[config.mk]
export PLATFORM = sky130hd
export DESIGN_NAME = control_unit_param_flat
export DESIGN_NICKNAME = d
export VERILOG_FILES = /design/src/rtl/control_unit_param_if.sv /design/src/rtl/control_unit_param.sv /design/src/flat_wrapper.sv
export SDC_FILE = /design/constraint.sdc
export NUM_CORES = 1
export LEC_CHECK = 0
export CAP_MARGIN = 30
export CORE_UTILIZATION = 50
export DETAILED_ROUTE_END_ITERATION = 12
export GPL_ROUTABILITY_DRIVEN = 1
export PLACE_DENSITY = 0.91
export REMOVE_ABC_BUFFERS = 1
export SYNTH_ARGS = -nofsm -noshare
export SYNTH_HDL_FRONTEND = slang
export SYNTH_SLANG_ARGS = --single-unit
[constraint.sdc]
create_clock -name clk -period 2.5 [get_ports clk]
set_clock_uncertainty 0.15 [all_clocks]
set_input_delay 0.375 -clock clk [delete_from_list [all_inputs] [get_ports clk]]
set_output_delay 0.375 -clock clk [all_outputs]
set_load 0.02 [all_outputs]
[src/rtl/control_unit_param_if.sv]
// Sequencer <-> datapath/requester bundle for control_unit_param.
// DIVZERO_CHECK_EN adds m_zero and div_err.
interface control_unit_param_if #(
    parameter int WIDTH = 8
);
    localparam int CNT_W = $clog2(WIDTH) + 1;

    logic [1:0]       s;
    logic             start;
    logic             q0;
    logic             q_1;
    logic             a_msb;
    logic [10:0]      c;
    logic [CNT_W-1:0] cnt;
    logic             busy;
    logic             finish;
`ifdef DIVZERO_CHECK_EN
    logic             m_zero;
    logic             div_err;

    modport master (output s, start, q0, q_1, a_msb, m_zero,
                    input  c, cnt, busy, finish, div_err);
    modport slave  (input  s, start, q0, q_1, a_msb, m_zero,
                    output c, cnt, busy, finish, div_err);
`else
    modport master (output s, start, q0, q_1, a_msb,
                    input  c, cnt, busy, finish);
    modport slave  (input  s, start, q0, q_1, a_msb,
                    output c, cnt, busy, finish);
`endif
endinterface

[src/rtl/control_unit_param.sv]
// ADD/SUB/Booth MUL/restoring DIV sequencer driving an 11-bit datapath control word.
// Optional divide-by-zero early exit under DIVZERO_CHECK_EN.
module control_unit_param #(
    parameter int WIDTH = 8,
    parameter int CNT_W = $clog2(WIDTH) + 1
) (
    input  logic                 clk,
    input  logic                 rst_b,
    control_unit_param_if.slave  bus
);
    localparam int C_LDQ = 0, C_LDM = 1, C_ADD = 2, C_SUB = 3, C_ASHR = 4, C_SHL = 5,
                   C_SETQ = 6, C_OUTA = 7, C_OUTQ = 8, C_LDA = 9, C_CLR = 10;
    localparam logic [1:0] OP_MUL = 2'b10, OP_DIV = 2'b11;
    localparam logic [CNT_W-1:0] ONE = CNT_W'(1);

    typedef enum logic [3:0] {
        IDLE, LOAD_X, LOAD_Y, ADDSUB, BOOTH, MUL_SHIFT,
        DIV_SHL, DIV_SUB, DIV_CHK, OUT_A, OUT_Q, DONE
    } state_t;

    state_t           state, nxt;
    logic [1:0]       op_r;
    logic [CNT_W-1:0] cnt_r, cnt_nxt, cnt_dec;
    logic [10:0]      ctl;
    logic             last, accept;

    assign accept  = (state == IDLE) && bus.start;
    // Saturating decrement keeps cnt from wrapping if ever entered at 0.
    assign cnt_dec = (cnt_r != '0) ? cnt_r - ONE : cnt_r;
    assign last    = (cnt_r <= ONE);

`ifdef DIVZERO_CHECK_EN
    logic err_set, div_err_r;
    assign bus.div_err = div_err_r;

    always_ff @(posedge clk or negedge rst_b) begin
        if (!rst_b)       div_err_r <= 1'b0;
        else if (accept)  div_err_r <= 1'b0;
        else if (err_set) div_err_r <= 1'b1;
    end
`endif

    always_ff @(posedge clk or negedge rst_b) begin
        if (!rst_b) begin
            state <= IDLE;
            op_r  <= 2'b00;
            cnt_r <= '0;
        end else begin
            state <= nxt;
            cnt_r <= cnt_nxt;
            if (accept) op_r <= bus.s;
        end
    end

    always_comb begin
        nxt     = state;
        ctl     = '0;
        cnt_nxt = cnt_r;
`ifdef DIVZERO_CHECK_EN
        err_set = 1'b0;
`endif
        unique case (state)
            IDLE:   if (bus.start) nxt = LOAD_X;
            LOAD_X: begin
                if (op_r[1]) begin
                    ctl[C_LDQ] = 1'b1;
                    ctl[C_CLR] = 1'b1;
                end else begin
                    ctl[C_LDA] = 1'b1;
                end
                nxt = LOAD_Y;
            end
            LOAD_Y: begin
                ctl[C_LDM] = 1'b1;
                cnt_nxt    = CNT_W'(WIDTH);
                if (op_r == OP_MUL)      nxt = BOOTH;
                else if (op_r == OP_DIV) begin
`ifdef DIVZERO_CHECK_EN
                    if (bus.m_zero) begin
                        nxt     = DONE;
                        err_set = 1'b1;
                    end else begin
                        nxt = DIV_SHL;
                    end
`else
                    nxt = DIV_SHL;
`endif
                end else                 nxt = ADDSUB;
            end
            ADDSUB: begin
                ctl[op_r[0] ? C_SUB : C_ADD] = 1'b1;
                nxt = OUT_A;
            end
            BOOTH: begin
                if ({bus.q0, bus.q_1} == 2'b01) begin
                    ctl[C_ADD] = 1'b1;
                    nxt = MUL_SHIFT;
                end else if ({bus.q0, bus.q_1} == 2'b10) begin
                    ctl[C_SUB] = 1'b1;
                    nxt = MUL_SHIFT;
                end else begin
                    // Equal Booth pair: shift without an add/sub cycle.
                    ctl[C_ASHR] = 1'b1;
                    cnt_nxt     = cnt_dec;
                    nxt         = last ? OUT_A : BOOTH;
                end
            end
            MUL_SHIFT: begin
                ctl[C_ASHR] = 1'b1;
                cnt_nxt     = cnt_dec;
                nxt         = last ? OUT_A : BOOTH;
            end
            DIV_SHL: begin
                ctl[C_SHL] = 1'b1;
                nxt = DIV_SUB;
            end
            DIV_SUB: begin
                ctl[C_SUB] = 1'b1;
                nxt = DIV_CHK;
            end
            DIV_CHK: begin
                if (bus.a_msb) ctl[C_ADD]  = 1'b1;
                else           ctl[C_SETQ] = 1'b1;
                cnt_nxt = cnt_dec;
                nxt     = last ? OUT_Q : DIV_SHL;
            end
            OUT_A: begin
                ctl[C_OUTA] = 1'b1;
                nxt = (op_r == OP_MUL) ? OUT_Q : DONE;
            end
            OUT_Q: begin
                ctl[C_OUTQ] = 1'b1;
                nxt = (op_r == OP_DIV) ? OUT_A : DONE;
            end
            DONE:    nxt = IDLE;
            default: nxt = IDLE;
        endcase
    end

    assign bus.c      = ctl;
    assign bus.cnt    = cnt_r;
    assign bus.busy   = (state != IDLE);
    assign bus.finish = (state == DONE);
endmodule

[src/flat_wrapper.sv]
// flat-port wrapper written by rule: the top's interface ports become plain ports
module control_unit_param_flat 
#(
    parameter int WIDTH = 8,
    parameter int CNT_W = $clog2(WIDTH) + 1
)
  (clk, rst_b, bus_s, bus_start, bus_q0, bus_q_1, bus_a_msb, bus_c, bus_cnt, bus_busy, bus_finish);
  control_unit_param_if #(.WIDTH(WIDTH)) bus_i ();
  input  logic clk;
  input  logic rst_b;
  input wire logic [$bits(bus_i.s)-1:0] bus_s;
  input wire logic [$bits(bus_i.start)-1:0] bus_start;
  input wire logic [$bits(bus_i.q0)-1:0] bus_q0;
  input wire logic [$bits(bus_i.q_1)-1:0] bus_q_1;
  input wire logic [$bits(bus_i.a_msb)-1:0] bus_a_msb;
  output wire logic [$bits(bus_i.c)-1:0] bus_c;
  output wire logic [$bits(bus_i.cnt)-1:0] bus_cnt;
  output wire logic [$bits(bus_i.busy)-1:0] bus_busy;
  output wire logic [$bits(bus_i.finish)-1:0] bus_finish;
  assign bus_i.s = bus_s;
  assign bus_i.start = bus_start;
  assign bus_i.q0 = bus_q0;
  assign bus_i.q_1 = bus_q_1;
  assign bus_i.a_msb = bus_a_msb;
  assign bus_c = bus_i.c;
  assign bus_cnt = bus_i.cnt;
  assign bus_busy = bus_i.busy;
  assign bus_finish = bus_i.finish;
  control_unit_param #(.WIDTH(WIDTH), .CNT_W(CNT_W)) u_core (.clk(clk), .rst_b(rst_b), .bus(bus_i));
endmodule
==> impl_metrics.env, run 1 <==
export IMPL_cp_arrival_ns=1.91
export IMPL_fin_nets=151
export IMPL_cts_resized_gates=3
export IMPL_drt_pass1_iterations=8
export IMPL_tightest_slew_ns=0.424
export IMPL_drive_gt1_share_pct=16.9
export IMPL_ff_latch_area_um2=253
export IMPL_grt_antenna_before_repair=0
export IMPL_crit_type="input pin to output port"
export IMPL_p_leak_nw=0.548
export IMPL_postCtsSetupBuffers=0
export IMPL_vias=948
export IMPL_cts_hold_buf=0
export IMPL_grt_pass1_wl_um=3440
export IMPL_cp_data_required_time_ns=1.98
export IMPL_grt_max_degree=15
export IMPL_synth_cells=108
export IMPL_yosysWarnings=0
export IMPL_rr_endpoint="u_core.state[3]$_DFFE_PN0P_"
export IMPL_synth_seq_cells=10
export IMPL_drt_iter0_drc=41
export IMPL_cp_top_family="buffers and inverters"
export IMPL_dieArea_mm2=0.00190
export IMPL_end_kind="output port"
export IMPL_synth_avg_cell_area_um2=8.03
export IMPL_max_freq_mhz=410
export IMPL_area_delta_synth_final_pct=37.2
export IMPL_critPathSlowestCell="clkdlybuf4s50_1"
export IMPL_crit_path_max_incr_delay_ns=0.48
export IMPL_routed_wl_um=2240
export IMPL_violations="design-rule violations"
export IMPL_rows=14
export IMPL_post_route_drc_count=2
export IMPL_max_cap_violations=0
export IMPL_reg2reg_depth=6
export IMPL_setup_worst_path_start_class="input pin"
export IMPL_ant_nets=0
export IMPL_relSlewSlack_pct=71.6
export IMPL_clockBufferDepth=2
export IMPL_via_per_inst=6.24
export IMPL_multiInputGateArea_um2=552
export IMPL_finalMaxSlewViolations=0
export IMPL_grt_ovfl_total=0
export IMPL_top_level_ports=25
export IMPL_syn_cell_area_um2=867
export IMPL_path_cells="clkdlybuf4s50_1 -> inv_1 -> ha_1 -> a21oi_1 -> a2bb2oi_1 -> nor2_1 -> dlygate4sd2_1"
export IMPL_clk_pin_slew_ns=0.06
export IMPL_hold_class="input pin to asynchronous set/reset pin"
export IMPL_dieWidth_um=43.6
export IMPL_htreeDepth=1
export IMPL_coreArea_mm2=0.00156
export IMPL_nFillCells=111
export IMPL_pre_cts_ws_ns=-0.0842
export IMPL_finalSetupViolCount=0
export IMPL_wl_per_cell_um=14.7
export IMPL_holdWs_ns=0.273
export IMPL_diodes=0
export IMPL_ir_worst_vdd_mv=0.864
export IMPL_crit_buf_inv=3
export IMPL_hold_viol_final=0
export IMPL_worstSetupPathDepth=7
export IMPL_start_util_pct=55.6
export IMPL_ys_flop_type="dfrtp_1"
export IMPL_rr_startpoint="u_core.bus.cnt[1]$_DFFE_PN0P_"
export IMPL_fin_crit_ns=2.44
export IMPL_worst_slack_ns=0.0621
export IMPL_async_reset_ff_share_pct=100
export IMPL_endpoint="bus_c[3]"
export IMPL_hpwl_um=1710
export IMPL_finalWeightedCongestion=0.888
export IMPL_ys_seq_area_share_pct=28.9
export IMPL_pwr_density_cell_mw_per_mm2=1260
export IMPL_crit_start="bus_q_1"
export IMPL_yosysUniqueCellTypes=39
export IMPL_first_global_vias=783
export IMPL_port_buffers=24
export IMPL_cts_buffers=3
export IMPL_rsz0062_at_grt="false"
export IMPL_finalCritPeriodShare_pct=97.5
export IMPL_numClockSinks=10
export IMPL_r2r_slack_ns=0.69
export IMPL_clock_latency_ns=0.25
export IMPL_status="complete, but fails checks"
export IMPL_synth_edf_count=0
export IMPL_gr_usage_all_layers_pct=24.8
export IMPL_crit_fanout=2
export IMPL_root_buffer="clkbuf_4"
export IMPL_tritoncts="built"
export IMPL_dieHeight_um=43.6
[synthesized netlist by cell type, drive strengths merged (2+ instances only)]
cell | number | share of area [%]
a21oi | 6 | 3.5
a31oi | 2 | 1.4
and2 | 2 | 1.4
buf | 7 | 4.6
dfrtp | 10 | 29
ha | 6 | 8.7
inv | 8 | 3.5
mux2 | 2 | 2.6
mux2i | 2 | 2.3
nand2 | 5 | 2.2
nand2b | 4 | 2.9
nand3 | 8 | 4.6
nor2 | 13 | 5.9
nor2b | 2 | 2.3
nor3 | 5 | 2.9
nor4 | 3 | 2.2
o21ai | 5 | 2.9
o22ai | 2 | 2.2
o41ai | 2 | 2.0
[state kept, by name, summed over array words and instances (netlist names)]
signal          flops
u_core.state        4
u_core.op_r         2
u_core.bus.cnt      4
[cell type report]
| type | instances | area share, % |
|---|---|---|
| inverters | 8 | 2.52 |
| multi-input cells | 82 | 46.4 |
| flip-flops and latches | 10 | 21.2 |
| well taps | 16 | 1.68 |
| clock buffers | 4 | 3.05 |
| repair buffers | 32 | 25.1 |
[stage by stage]
step	setup TNS [ns]	power (W)	area (um2)	utilization (%)	std cells
final	0	0.00150	1190	76.3	152
after global routing	0	0.00160	1190	76.3	152
after CTS	0	0.00148	1180	75.4	152
after detailed placement	-0.0870	0.00135	1140	73.4	148
after global placement	-0.0131	0.00131	1140	73.4	148
after floorplan	-0.331	0.000950	823	-	100
[per-layer routing]
layer | global-route usage, % | up-vias | wire length, um
met1 | 30.0 | 447 | 893
met2 | 43.0 | 52 | 1130
met5 | 0 | - | 0
met3 | 2.92 | 4 | 180
met4 | 12.5 | 0 | 29
li1 | - | 445 | -
[worst reg2reg max path: stages, from the launching register on]
cell and delay [ns]:
dfrtp_1 0.40, inv_1 0.13, ha_1 0.21, nor2_1 0.09
nor3_1 0.27, nor3_1 0.08, o32ai_1 0.35
[placed cells by master, fill, tap and decap left out, drive strengths merged, types with 2 or more instances in the layout]
| cell type | Yosys | final |
|---|---|---|
| clkbuf | 1 | 4 |
| nand3 | 8 | 8 |
| nand2b | 4 | 4 |
| and2 | 2 | 2 |
| buf | 7 | 8 |
| dlygate4sd2 | 0 | 3 |
| inv | 8 | 8 |
| o21ai | 5 | 5 |
| nand2 | 5 | 5 |
| nor2 | 13 | 13 |
| a31oi | 2 | 2 |
| dfrtp | 10 | 10 |
| nor2b | 2 | 2 |
| mux2 | 2 | 2 |
| clkdlybuf4s50 | 0 | 20 |
| nor4 | 3 | 3 |
| o22ai | 2 | 2 |
| nor3 | 5 | 5 |
| ha | 6 | 6 |
| o41ai | 2 | 2 |
| mux2i | 2 | 2 |
| a21oi | 6 | 6 |
[worst min-delay path by stage]
stage / start / end / slack [ns] / depth (start not counted)
2_1_floorplan: rst_b / u_core.bus.cnt[0]$_DFFE_PN0P_ / -0.07 / 0
3_3_place_gp: u_core.bus.cnt[3]$_DFFE_PN0P_ / u_core.bus.cnt[3]$_DFFE_PN0P_ / 0.43 / 1
3_5_place_dp: u_core.bus.cnt[3]$_DFFE_PN0P_ / u_core.bus.cnt[3]$_DFFE_PN0P_ / 0.46 / 1
4_1_cts: rst_b / u_core.state[2]$_DFFE_PN0P_ / 0.28 / 1
5_1_grt: rst_b / u_core.op_r[1]$_DFFE_PN0P_ / 0.30 / 1
6_report: rst_b / u_core.state[1]$_DFFE_PN0P_ / 0.27 / 1
[logic make-up after synthesis]
family	share of synthesized area, %
flops	28.9
simple gates	27.3
fa+ha+maj	8.66
mux	4.91
buf+inv	8.51
compound gates	21.8
[where the power goes]
group,internal [W],switching [W]
clock,0.0000881,0.0000481
sequential,0.000239,0.000135
combinational,0.000443,0.000549
total,0.000770,0.000732
(Power assumes the default switching activity.)
==> run 2, diff against run 1 <==
==> constraint.sdc (replaced) <==
create_clock -name clk -period 2.5 [get_ports clk]
set_clock_uncertainty 0.15 [all_clocks]
set_input_delay 0.25 -clock clk [delete_from_list [all_inputs] [get_ports clk]]
set_output_delay 0.25 -clock clk [all_outputs]
set_load 0.02 [all_outputs]
==> impl_metrics.env, run 2 (synthesis results as in run 1) <==
export IMPL_status="complete, but fails checks"
export IMPL_violations="design-rule violations"
export IMPL_top_level_ports=25
export IMPL_hpwl_um=1620
export IMPL_grt_max_degree=18
export IMPL_area_delta_synth_final_pct=32.9
export IMPL_tns_ns=0
export IMPL_setup_worst_path_start_class="flop"
export IMPL_fin_nets=146
export IMPL_cp_arrival_ns=2.00
export IMPL_max_freq_mhz=417
export IMPL_finalMaxSlewViolations=0
export IMPL_grt_pass1_wl_um=3360
export IMPL_drive_gt1_share_pct=13.0
export IMPL_final_common_cell="clkdlybuf4s50_1"
export IMPL_routed_wl_um=2110
export IMPL_p_seq_share_pct=25.6
export IMPL_cts_hold_buf=0
export IMPL_first_global_vias=756
export IMPL_tightest_slew_ns=0.454
export IMPL_p_leak_nw=0.495
export IMPL_dieArea_mm2=0.00190
export IMPL_power_share_combinational_pct=65.3
export IMPL_clockBufferDepth=2
export IMPL_dp_cells=143
export IMPL_r2r_slack_ns=0.73
export IMPL_diodes=0
export IMPL_clk_pin_slew_ns=0.06
export IMPL_reg2reg_depth=6
export IMPL_finalSetupViolCount=0
export IMPL_grt_antenna_before_repair=0
export IMPL_htreeDepth=1
export IMPL_end_kind="output port"
export IMPL_finalCritPeriodShare_pct=96.0
export IMPL_via_per_inst=6.09
export IMPL_rsz0062_at_grt="false"
export IMPL_fin_crit_ns=2.40
export IMPL_p_total_w=0.00148
export IMPL_post_route_drc_count=2
export IMPL_rows=14
export IMPL_rr_startpoint="u_core.bus.cnt[0]$_DFFE_PN0P_"
export IMPL_finalWeightedCongestion=0.854
export IMPL_max_cap_violations=0
export IMPL_endpoint="bus_c[6]"
export IMPL_clkPwrFrac_pct=9.1
export IMPL_numClockSinks=10
export IMPL_gr_usage_all_layers_pct=24.1
export IMPL_drt_iter0_drc=40
export IMPL_port_buffers=24
export IMPL_p_switching_w=0.000720
export IMPL_root_buffer="clkbuf_4"
export IMPL_hold_viol_final=0
export IMPL_place_area_mm2=0.00111
export IMPL_dieWidth_um=43.6
export IMPL_cp_data_required_time_ns=2.10
export IMPL_coreArea_mm2=0.00156
export IMPL_ant_nets=0
export IMPL_clock_latency_ns=0.25
export IMPL_wl_per_cell_um=14.4
export IMPL_tritoncts="built"
export IMPL_dieHeight_um=43.6
export IMPL_cts_buffers=3
export IMPL_grt_ovfl_total=0
export IMPL_instances_no_fill=147
export IMPL_swShare_pct=48.5
export IMPL_crit_type="flop to output port"
export IMPL_design_area_mm2=0.00115
export IMPL_final_cell_mix="24 x clkdlybuf4s50_1, 12 x nor2_1, 9 x dfrtp_1, 8 x nand3_1"
export IMPL_crit_fanout=14
export IMPL_nFillCells=121
export IMPL_rr_endpoint="u_core.bus.cnt[3]$_DFFE_PN0P_"
export IMPL_p_int_w=0.000763
export IMPL_pwr_density_cell_mw_per_mm2=1290
export IMPL_relSlewSlack_pct=69.7
export IMPL_hold_class="input pin to asynchronous set/reset pin"
export IMPL_start_util_pct=55.6
export IMPL_crit_start="u_core.state[2]$_DFFE_PN0P_"
export IMPL_drt_pass1_iterations=8
export IMPL_vias=895
export IMPL_ir_worst_vdd_mv=0.795
[run 2: cell types whose count changed in the layout (fill, tap and decap cells not counted), sizes merged]
| cell | previous run | this run |
|---|---|---|
| dlygate4sd2 | 3 | 0 |
| clkdlybuf4s50 | 20 | 24 |
| dlymetal6s2s | 1 | 0 |
| buf | 8 | 3 |
[run 2: area by class of cell]
cell class | instances | area (um2) | area share (%)
well taps | 16 | 20.0 | 1.74
clock buffers | 4 | 36.3 | 3.15
multi-input cells | 82 | 552 | 47.9
repair buffers | 27 | 263 | 22.8
inverters | 8 | 30.0 | 2.61
flip-flops and latches | 10 | 251 | 21.8
[run 2: layer usage]
layer / share of wire [%] / GRT usage (%) / vias to the layer above
met4: 1.1 / 14.4 / 0
met5: 0 / 0 / -
met1: 42 / 31.4 / 415
met3: 7.2 / 2.92 / 2
met2: 50 / 38.5 / 43
li1: - / - / 435
[run 2: stage by stage]
stage | hold slack, ns | utilization (%) | setup WS [ns]
2_1_floorplan | -0.196 | - | -0.0407
3_3_place_gp | 0.417 | 70.9 | 0.220
4_1_cts | 0.143 | 73.3 | 0.0246
6_report | 0.142 | 73.9 | 0.101
3_5_place_dp | 0.425 | 70.9 | 0.198
5_1_grt | 0.174 | 73.9 | 0.0165
[run 2: worst min path at each step]
| stage | depth (start not counted) | slack (ns) | end | start |
|---|---|---|---|---|
| after floorplan | 0 | -0.20 | u_core.bus.cnt[0]$_DFFE_PN0P_ | rst_b |
| after global placement | 1 | 0.42 | u_core.bus.cnt[0]$_DFFE_PN0P_ | rst_b |
| after detailed placement | 1 | 0.43 | u_core.op_r[1]$_DFFE_PN0P_ | rst_b |
| after CTS | 1 | 0.14 | u_core.state[2]$_DFFE_PN0P_ | rst_b |
| after global routing | 1 | 0.17 | u_core.op_r[1]$_DFFE_PN0P_ | rst_b |
| final | 1 | 0.14 | u_core.state[2]$_DFFE_PN0P_ | rst_b |
[run 2: worst max-delay path, stage by stage (launching register included)]
cell and delay, ns:
dfrtp_1 0.54, nand2b_2 0.32, nor4_1 0.22, clkdlybuf4s50_1 0.66
[run 2: power by group through the flow]
stage / clock network [W] / registers [W] / logic [W]
2_1_floorplan: 0 / 0.000410 / 0.000540
3_3_place_gp: 0 / 0.000365 / 0.000921
3_5_place_dp: 0 / 0.000372 / 0.000948
4_1_cts: 0.000144 / 0.000368 / 0.000950
5_1_grt: 0.000149 / 0.000394 / 0.00104
6_report: 0.000136 / 0.000379 / 0.000968
[run 2: what timing repair did]
action | in CTS | in global routing
resized for setup | 0 | 3
endpoints found under the setup margin | 0 | 4
setup buffers | 0 | 0
